File: src/rtl/sd_dac_pkg.sv
// Shared types and constants for the delta-sigma transmitter and its density-count receiver.
package sd_dac_pkg;

  typedef enum logic {
    IDLE = 1'b0,
    RUN  = 1'b1
  } state_t;

  localparam int DEF_WIDTH    = 8;
  localparam int DEF_WIN_LOG2 = 8;

  // Right-shifting Galois form of x^16+x^14+x^13+x^11+1
  localparam logic [15:0] LFSR_POLY = 16'hB400;
  localparam logic [15:0] LFSR_SEED = 16'hACE1;

  function automatic logic [15:0] lfsr_next(input logic [15:0] s);
    return {1'b0, s[15:1]} ^ (s[0] ? LFSR_POLY : 16'h0000);
  endfunction

endpackage

File: src/rtl/sd_dac_fifo.sv
// Small synchronous sample buffer feeding the modulator; show-ahead read data.
module sd_dac_fifo
  import sd_dac_pkg::*;
#(
  parameter int W     = DEF_WIDTH,
  parameter int DEPTH = 2
) (
  input  logic                       clk,
  input  logic                       rst,
  input  logic                       push_i,
  input  logic [W-1:0]               wr_data_i,
  input  logic                       pop_i,
  output logic [W-1:0]               rd_data_o,
  output logic                       full_o,
  output logic                       empty_o,
  output logic [$clog2(DEPTH):0]     count_o
);

  localparam int AW = $clog2(DEPTH);
  localparam int CW = AW + 1;

  logic [W-1:0]  mem_q [DEPTH];
  logic [AW-1:0] wr_ptr_q, rd_ptr_q;
  logic [CW-1:0] count_q;

  always_ff @(posedge clk) begin
    if (push_i) mem_q[wr_ptr_q] <= wr_data_i;
  end

  always_ff @(posedge clk) begin
    if (rst) begin
      wr_ptr_q <= '0;
      rd_ptr_q <= '0;
      count_q  <= '0;
    end else begin
      if (push_i) wr_ptr_q <= wr_ptr_q + AW'(1);
      if (pop_i)  rd_ptr_q <= rd_ptr_q + AW'(1);
      case ({push_i, pop_i})
        2'b10:   count_q <= count_q + CW'(1);
        2'b01:   count_q <= count_q - CW'(1);
        default: count_q <= count_q;
      endcase
    end
  end

  assign rd_data_o = mem_q[rd_ptr_q];
  assign full_o    = (count_q == CW'(DEPTH));
  assign empty_o   = (count_q == '0);
  assign count_o   = count_q;

endmodule

File: src/rtl/sd_dac_tx.sv
// First-order delta-sigma transmitter: one buffered sample per 2^WIN_LOG2-clock window.
// Define SD_DAC_DITHER_EN to add a +0/+1 LFSR dither term to the accumulator.
module sd_dac_tx
  import sd_dac_pkg::*;
#(
  parameter int WIDTH      = DEF_WIDTH,
  parameter int WIN_LOG2   = DEF_WIN_LOG2,
  parameter int FIFO_DEPTH = 2
) (
  input  logic             clk,
  input  logic             rst,
  input  logic             en,
  input  logic [WIDTH-1:0] s_data,
  input  logic             s_valid,
  output logic             s_ready,
  input  logic             clr_underrun,
  output logic             bit_out,
  output logic             active,
  output logic             underrun,
  output logic             win_start
);

  localparam int SHIFT = WIN_LOG2 - WIDTH;
  localparam int SW    = WIN_LOG2 + 1;
  localparam int CW    = $clog2(FIFO_DEPTH) + 1;

  state_t              state_q, state_d;
  logic [WIN_LOG2-1:0] acc_q, acc_d;
  logic [WIN_LOG2-1:0] win_cnt_q, win_cnt_d;
  logic [WIDTH-1:0]    cur_q, cur_d;
  logic                bit_q, bit_d;
  logic                win_start_q, win_start_d;
  logic                underrun_q, underrun_d;
  logic                underrun_set;

  logic                fifo_push, fifo_pop, fifo_full, fifo_empty;
  logic [WIDTH-1:0]    fifo_rd;
  logic [CW-1:0]       fifo_cnt;

  logic [WIN_LOG2-1:0] addend;
  logic [SW-1:0]       sum;
  logic                dith;
  logic                win_end;

  sd_dac_fifo #(
    .W     (WIDTH),
    .DEPTH (FIFO_DEPTH)
  ) u_fifo (
    .clk       (clk),
    .rst       (rst),
    .push_i    (fifo_push),
    .wr_data_i (s_data),
    .pop_i     (fifo_pop),
    .rd_data_o (fifo_rd),
    .full_o    (fifo_full),
    .empty_o   (fifo_empty),
    .count_o   (fifo_cnt)
  );

  assign s_ready   = !fifo_full;
  assign fifo_push = s_valid && s_ready;

`ifdef SD_DAC_DITHER_EN
  logic [15:0] lfsr_q, lfsr_d;

  always_comb begin
    lfsr_d = lfsr_q;
    if (state_q == RUN) lfsr_d = lfsr_next(lfsr_q);
  end

  always_ff @(posedge clk) begin
    if (rst) lfsr_q <= LFSR_SEED;
    else     lfsr_q <= lfsr_d;
  end

  assign dith = lfsr_q[0];
`else
  assign dith = 1'b0;
`endif

  assign addend  = WIN_LOG2'(cur_q) << SHIFT;
  assign sum     = SW'(acc_q) + SW'(addend) + SW'(dith);
  assign win_end = (win_cnt_q == '1);

  always_comb begin
    state_d      = state_q;
    acc_d        = acc_q;
    win_cnt_d    = win_cnt_q;
    cur_d        = cur_q;
    bit_d        = 1'b0;
    win_start_d  = 1'b0;
    fifo_pop     = 1'b0;
    underrun_set = 1'b0;
    case (state_q)
      IDLE: begin
        acc_d = '0;
        if (en && !fifo_empty) begin
          fifo_pop  = 1'b1;
          cur_d     = fifo_rd;
          win_cnt_d = '0;
          state_d   = RUN;
        end
      end
      RUN: begin
        acc_d       = sum[WIN_LOG2-1:0];
        bit_d       = sum[WIN_LOG2];
        win_cnt_d   = win_cnt_q + WIN_LOG2'(1);
        win_start_d = (win_cnt_q == '0);
        // acc is kept across back-to-back windows so residual error carries over
        if (win_end) begin
          if (!en) begin
            state_d = IDLE;
            acc_d   = '0;
          end else if (fifo_cnt != '0) begin
            fifo_pop = 1'b1;
            cur_d    = fifo_rd;
          end else begin
            underrun_set = 1'b1;
          end
        end
      end
      default: state_d = IDLE;
    endcase
    underrun_d = underrun_set | (underrun_q & ~clr_underrun);
  end

  always_ff @(posedge clk) begin
    if (rst) begin
      state_q     <= IDLE;
      acc_q       <= '0;
      win_cnt_q   <= '0;
      cur_q       <= '0;
      bit_q       <= 1'b0;
      win_start_q <= 1'b0;
      underrun_q  <= 1'b0;
    end else begin
      state_q     <= state_d;
      acc_q       <= acc_d;
      win_cnt_q   <= win_cnt_d;
      cur_q       <= cur_d;
      bit_q       <= bit_d;
      win_start_q <= win_start_d;
      underrun_q  <= underrun_d;
    end
  end

  assign bit_out   = bit_q;
  assign active    = (state_q == RUN);
  assign underrun  = underrun_q;
  assign win_start = win_start_q;

endmodule

File: config.mk
export PLATFORM = sky130hd
export DESIGN_NAME = sd_dac_tx
export DESIGN_NICKNAME = d
export VERILOG_FILES = /design/src/rtl/sd_dac_pkg.sv /design/src/rtl/sd_dac_fifo.sv /design/src/rtl/sd_dac_tx.sv
export SDC_FILE = /design/constraint.sdc
export NUM_CORES = 1
export LEC_CHECK = 0
export ABC_CLOCK_PERIOD_IN_PS = 2200
export BUFFER_PORTS_ARGS = -buffer_cell sky130_fd_sc_hd__buf_4
export CORE_AREA = 2 2 80 59
export DETAILED_ROUTE_END_ITERATION = 6
export DIE_AREA = 0 0 82 61
export PLACE_DENSITY = 0.72
export SLEW_MARGIN = 15
export SYNTH_ARGS = -nofsm -noshare
export SYNTH_HDL_FRONTEND = slang
export SYNTH_HIERARCHICAL = 1
export SYNTH_SLANG_ARGS = --single-unit
File: constraint.sdc
create_clock -name clk -period 2.2 [get_ports clk]
set_input_delay 0.33 -clock clk [delete_from_list [all_inputs] [get_ports clk]]
set_output_delay 0.33 -clock clk [all_outputs]
set_load 0.05 [all_outputs]
# Word-level counts from Yosys, hierarchy flattened
# Memories as Yosys holds them, arrays and structs flattened. A register that Yosys moved wholly into a read port is not among the register bits.
# Index checks and enable logic that the tools add are counted.
# classes
n_addsub,6
n_mul,0
div_mod_pow,0
magnitude_cmp,0
eq_ne,8
n_shift,0
mux,27
bitwise,4
n_reduce_logical,10
# op_table
operator,n
8-bit 2-to-1 mux,7
8-bit one-hot mux with 2 select lines,3
1-bit 2-to-1 mux,14
8-bit by 8-bit adder with 9-bit output,1
"8-bit by 1-bit adder with 8-bit output, second input constant",1
"8-bit equality test, second input constant",1
8-bit zero test,1
"2-bit equality test, second input constant",2
"2-bit by 1-bit inequality test with 1-bit output, second input constant",2
"2-bit inequality test, second input constant",2
1-bit one-hot mux with 2 select lines,2
2-bit one-hot mux with 2 select lines,1
4-bit AND reduction,1
2-bit nonzero test,2
"1-bit adder, second input constant",2
"2-bit by 1-bit adder with 2-bit output, second input constant",1
"2-bit by 1-bit equality test with 1-bit output, second input constant",1
1-bit logical AND,2
1-bit zero test,2
2-bit zero test,1
1-bit inverter,2
2-bit OR reduction,1
"2-bit by 1-bit subtractor with 2-bit output, second input constant",1
1-bit bitwise AND,1
1-bit OR,1
# totals
ff_bits,32
latch_bits,0
ramBits,16
rom_bits,0
inputBits,13
output_inout_bits,5
word_cells,66
n_memories,1
# mem_list
memory,words,width,rd,rd_ports_with_merged_regs,write_ports,line_no,rtl
u_fifo.mem_q,2,8,1,1,1,sd_dac_fifo.sv:22,logic [W-1:0] mem_q [DEPTH];

# Longest topological paths before layout
# depth
word_depth,7
ltp_mapped,8
ltp_nobuf,7

# Modules after synthesis
# Netlist, hierarchy kept.
# modules_own_cells
mod,instances,cells_each,area_each_um2,seq_area_each_um2
sd_dac_tx,1,150,1411.4,560.5
sd_dac_fifo,1,47,780.7,580.6

# Worst setup path before layout
# No wires, ideal clock.
# synth_path
path_kind,reg-to-reg
startpoint,reg win_cnt_q[0]
endpoint,"reg u_fifo.count_q[1], in the netlist u_fifo/count_o[1]"
setup_ps,70
arrival_time_ps,2025
required_ps,2130
slack_ps,105
stages_incl_launch_ff,8
n_path_buf,1
period_less_slack_ps,2095
cell_sequence,dfxtp_1 -> ha_1 -> nand3_1 -> o41ai_2 -> buf_6 -> ha_1 -> or3_1 -> a21oi_1
# synth_via
elab_chain_len,5
word_cells_on_any_way,7
classes_between,eq/ne: 3; mux: 3; reduce/logical: 1
# synth_lines
element,line_no,rtl
"start, declared",sd_dac_tx.sv:29,"logic [WIN_LOG2-1:0] win_cnt_q, win_cnt_d;"
"start signal, assigned",sd_dac_tx.sv:139,win_cnt_q <= win_cnt_d;
8-bit equality test (*),sd_dac_tx.sv:83,assign win_end = (win_cnt_q == '1);
1-bit 2-to-1 mux (*),sd_dac_tx.sv:110,if (win_end) begin
1-bit one-hot mux with 2 select lines (*),sd_dac_tx.sv:94,case (state_q)
via fifo_pop,sd_dac_tx.sv:36,"logic fifo_push, fifo_pop, fifo_full, fifo_empty;"
2-bit by 1-bit equality test with 1-bit output / 2-bit equality test (equally long branches),sd_dac_fifo.sv:38,"case ({push_i, pop_i})"
2-bit one-hot mux with 2 select lines / 2-bit nonzero test (equally long branches),--,
"end signal, assigned",sd_dac_fifo.sv:39,2'b10: count_q <= count_q + CW'(1);
"end signal, assigned",sd_dac_fifo.sv:40,2'b01: count_q <= count_q - CW'(1);
"end signal, assigned",sd_dac_fifo.sv:41,default: count_q <= count_q;
"end, declared",sd_dac_fifo.sv:24,logic [CW-1:0] count_q;
# Mark *: on every way through the listed nets, which the timed path passes. The rest lies on a longest branch.
# A chain may end at the register's enable or synchronous reset.

# Final worst setup path
# layout_path
startpoint,reg win_cnt_q[1]
endpoint,"reg u_fifo.count_q[1], in the netlist u_fifo/count_o[1]"
# layout_via
elab_chain_len,5
word_cells_on_any_way,7
classes_between,eq/ne: 3; mux: 3; reduce/logical: 1
# layout_lines
element,line_no
8-bit equality test (*),sd_dac_tx.sv:83
1-bit 2-to-1 mux (*),sd_dac_tx.sv:110
1-bit one-hot mux with 2 select lines (*),sd_dac_tx.sv:94
2-bit by 1-bit equality test with 1-bit output / 2-bit equality test (equally long branches),sd_dac_fifo.sv:38
2-bit one-hot mux with 2 select lines / 2-bit nonzero test (equally long branches),--
# Every way passes the cells marked *; elsewhere a longest branch is shown, timed or not.

==> flow_metrics.py <==
metrics = {
    "placement": {
        "place_inst": 270,
        "pre_cts_slack_ns": 0.164,
        "gp_congestion": 0.762,
        "dp_hpwl_um": 2550,
        "port_buffers": 17,
    },
    "die": {
        "core_um2": 4200,
        "die-area_um2": 5000,
        "placementRows": 20,
        "dieWidth_um": 82,
        "die_y_um": 61,
        "pin_count": 18,
        "initial_core_util": 0.521,
    },
    "logic_synthesis": {
        "syn_inst": 197,
        "synth_area_um2": 2190,
        "synth_edf_count": 16,
        "synth.avg_cell_area_um2": 11.1,
        "synth_fp_nets": 222,
        "yosysWarningCount": 6,
        "ys_types": 40,
        "synth-seq-area-share": 0.521,
        "async_reset_ff_frac": 0,
        "synth-main-ff-cell": "dfxtp_1",
        "ys_seq_elements": 49,
    },
    "cts": {
        "postCtsHoldBufs": 0,
        "clockBufferDepth": 2,
        "clk_pin_slew_ns": 0.10,
        "post_cts_buffers": 0,
        "cts.sinks": 49,
        "cts_max_level": 2,
        "cts_buffers": 5,
        "root_buffer": "clkbuf_8",
        "clk_latency_ns": 0.31,
        "cts_tree": "built",
    },
    "cells_and_area": {
        "areaGrowthSynthToFinish_pct": 15.3,
        "num-nets-final": 247,
        "stdcell_count": 278,
        "utilization": 0.601,
        "antennaDiodeCount": 0,
        "drive_gt1_frac": 0.220,
    },
    "timing": {
        "final_hold_viol_count": 0,
        "fin_setup_tns_ns": 0,
        "setup_viol": 0,
        "slew_viol_final": 0,
        "worstMarginPinSlew_ns": 0.404,
        "setup_slack_ns": 0.165,
        "min_period_over_period": 0.925,
        "rsz0062_at_grt": "no",
        "relSlewSlack": 0.731,
        "clock_skew_ns": 0.00667,
        "fmax_ghz": 0.491,
        "layout_min_cycle_time_ns": 2.04,
    },
    "grt": {
        "grt_pass1_wl_um": 6350,
        "overflow": 0,
        "grt_use_total": 0.175,
        "grt_pass1_vias": 1345,
        "antenna_found_initial": 0,
        "grt_start_max_net_pins": 25,
    },
    "detailed_routing": {
        "drt_first_pass_iters": 4,
        "vias": 1460,
        "via_per_inst": 5.25,
        "drtIter0Drc": 122,
        "routed_wl_um": 3820,
        "remaining_drc_errors": 0,
        "wire_per_inst_um": 13.7,
        "route.antenna.remaining_nets": 0,
    },
    "setup_path": {
        "critPathLaunchType": "register",
        "reg2reg_from": "win_cnt_q[1]",
        "arrival_ns": 2.27,
        "path_max_fanout": 4,
        "reg2reg_slack_ns": 0.16,
        "path_class": "reg -> reg",
        "required_ns": 2.44,
        "worst_r2r_endpoint": "u_fifo/count_o[1]",
        "end_kind": "register",
        "reg2regPathDepth": 6,
    },
    "power_and_ir_drop": {
        "power_density_nw_per_um2": 1000,
        "ir_drop_mv": 0.692,
        "total_leakage_power_nw": 0.994,
    },
    "job": {
        "drv_cap": 0,
    },
    "hold_path": {
        "min_to": "u_fifo/mem_q[0][0]",
        "hold_class": "in -> reg",
        "holdPathStages": 1,
        "hold_start": "s_data[0]",
    },
    "status": {
        "outcome": "complete, no violations",
    },
}
[synth_stat cells (all sizes together), types with 2 or more instances]
| cell type | n | area [um^2] |
|---|---|---|
| inv | 7 | 26.3 |
| nor2 | 26 | 97.6 |
| o211ai | 3 | 22.5 |
| or3 | 4 | 26.3 |
| a21o | 3 | 22.5 |
| mux2 | 9 | 101 |
| edfxtp | 16 | 480 |
| nor2b | 2 | 12.5 |
| dfxtp | 33 | 661 |
| xor2 | 3 | 26.3 |
| buf | 5 | 37.5 |
| nand2b | 3 | 18.8 |
| a21oi | 9 | 45.0 |
| nand3 | 4 | 20.0 |
| a211oi | 6 | 45.0 |
| xnor2 | 5 | 43.8 |
| mux2i | 8 | 80.1 |
| nand4 | 3 | 33.8 |
| o21ai | 8 | 40.0 |
| nor3 | 8 | 40.0 |
| ha | 11 | 138 |
| o31ai | 2 | 28.8 |
| nand2 | 6 | 22.5 |
[metal layers]
layer	vias up	track usage	wire, um
met2	31	0.250	1550
met1	664	0.254	2120
li1	763	-	-
met3	2	0.0491	153
met5	-	0	0
met4	0	0.0643	6
[state kept, by name, summed over array words and instances (netlist names), named ones only]
register,flops
acc_q,8
active,1
addend,8
bit_out,1
u_fifo/count_o,2
u_fifo/mem_q,16
u_fifo/rd_ptr_q,1
u_fifo/wr_ptr_q,1
underrun,1
win_cnt_q,8
win_start,1
[area by class of cell]
class                      instances  area (um^2)
timing repair buffer              23          173
clock buffer                       5         68.8
tap                               55         68.8
sequential                        49         1140
clock inverter                     3         50.0
multi-input combinational        136          998
inverter                           7         26.3
fill                             358         1680
[layout by cell type, fill, tap and decap left out, types with 2 or more instances in the layout]
cell / n
or3_1: 3
mux2_2: 9
nor3_1: 8
buf_4: 23
nor2b_1: 2
dfxtp_1: 32
nand2_1: 6
o211ai_1: 3
xor2_1: 3
nand3_1: 4
mux2i_1: 8
ha_1: 11
inv_1: 7
clkbuf_8: 5
nand4_1: 2
o21ai_0: 8
a21o_1: 3
edfxtp_1: 16
a21oi_1: 9
nand2b_1: 3
nor2_1: 26
a211oi_1: 6
xnor2_1: 5
[power by group]
group          total [mW]  switching, mW  internal, mW
logic               0.676          0.360         0.316
registers            1.18          0.101          1.08
clock network       0.672          0.324         0.349
[per-stage QoR]
step,hold slack (ns),total power [mW],instance area [um^2]
after floorplan,0.399,1.70,2190
after global placement,0.460,1.85,2400
after detailed placement,0.468,1.86,2400
after CTS,0.193,2.53,2510
after global routing,0.175,2.66,2530
final,0.200,2.53,2530
[critical path: stages (launching register included)]
cell	delay, ns
dfxtp_1	0.38
ha_1	0.22
nand3_1	0.17
o41ai_4	0.34
ha_1	0.32
or3_1	0.39
a21oi_1	0.16
[worst max path at each step]
stage,to,start,slack (ns),depth (start not counted)
after floorplan,u_fifo/count_o[1],win_cnt_q[0],0.11,7
after global placement,u_fifo/count_o[1],win_cnt_q[0],0.24,6
after detailed placement,u_fifo/count_o[1],win_cnt_q[0],0.16,6
after CTS,u_fifo/count_o[1],win_cnt_q[0],0.14,6
after global routing,u_fifo/count_o[1],win_cnt_q[1],0.03,6
final,u_fifo/count_o[1],win_cnt_q[1],0.16,6
[cells by family after synthesis]
logic type | share of synthesized area
AO/OA/AOI/OAI | 0.115
XOR/XNOR | 0.0320
adder cells (fa/ha/maj) | 0.0719
buffers and inverters | 0.0291
flip-flops | 0.521
multiplexers | 0.0828
AND/OR/NAND/NOR | 0.149
[repair_timing]
item / 4_1_cts / 5_1_grt
gates resized for setup: 0 / 2
setup endpoints to repair: 0 / 1
hold endpoints to repair: 0 / 0
(Power assumes the default switching activity.)
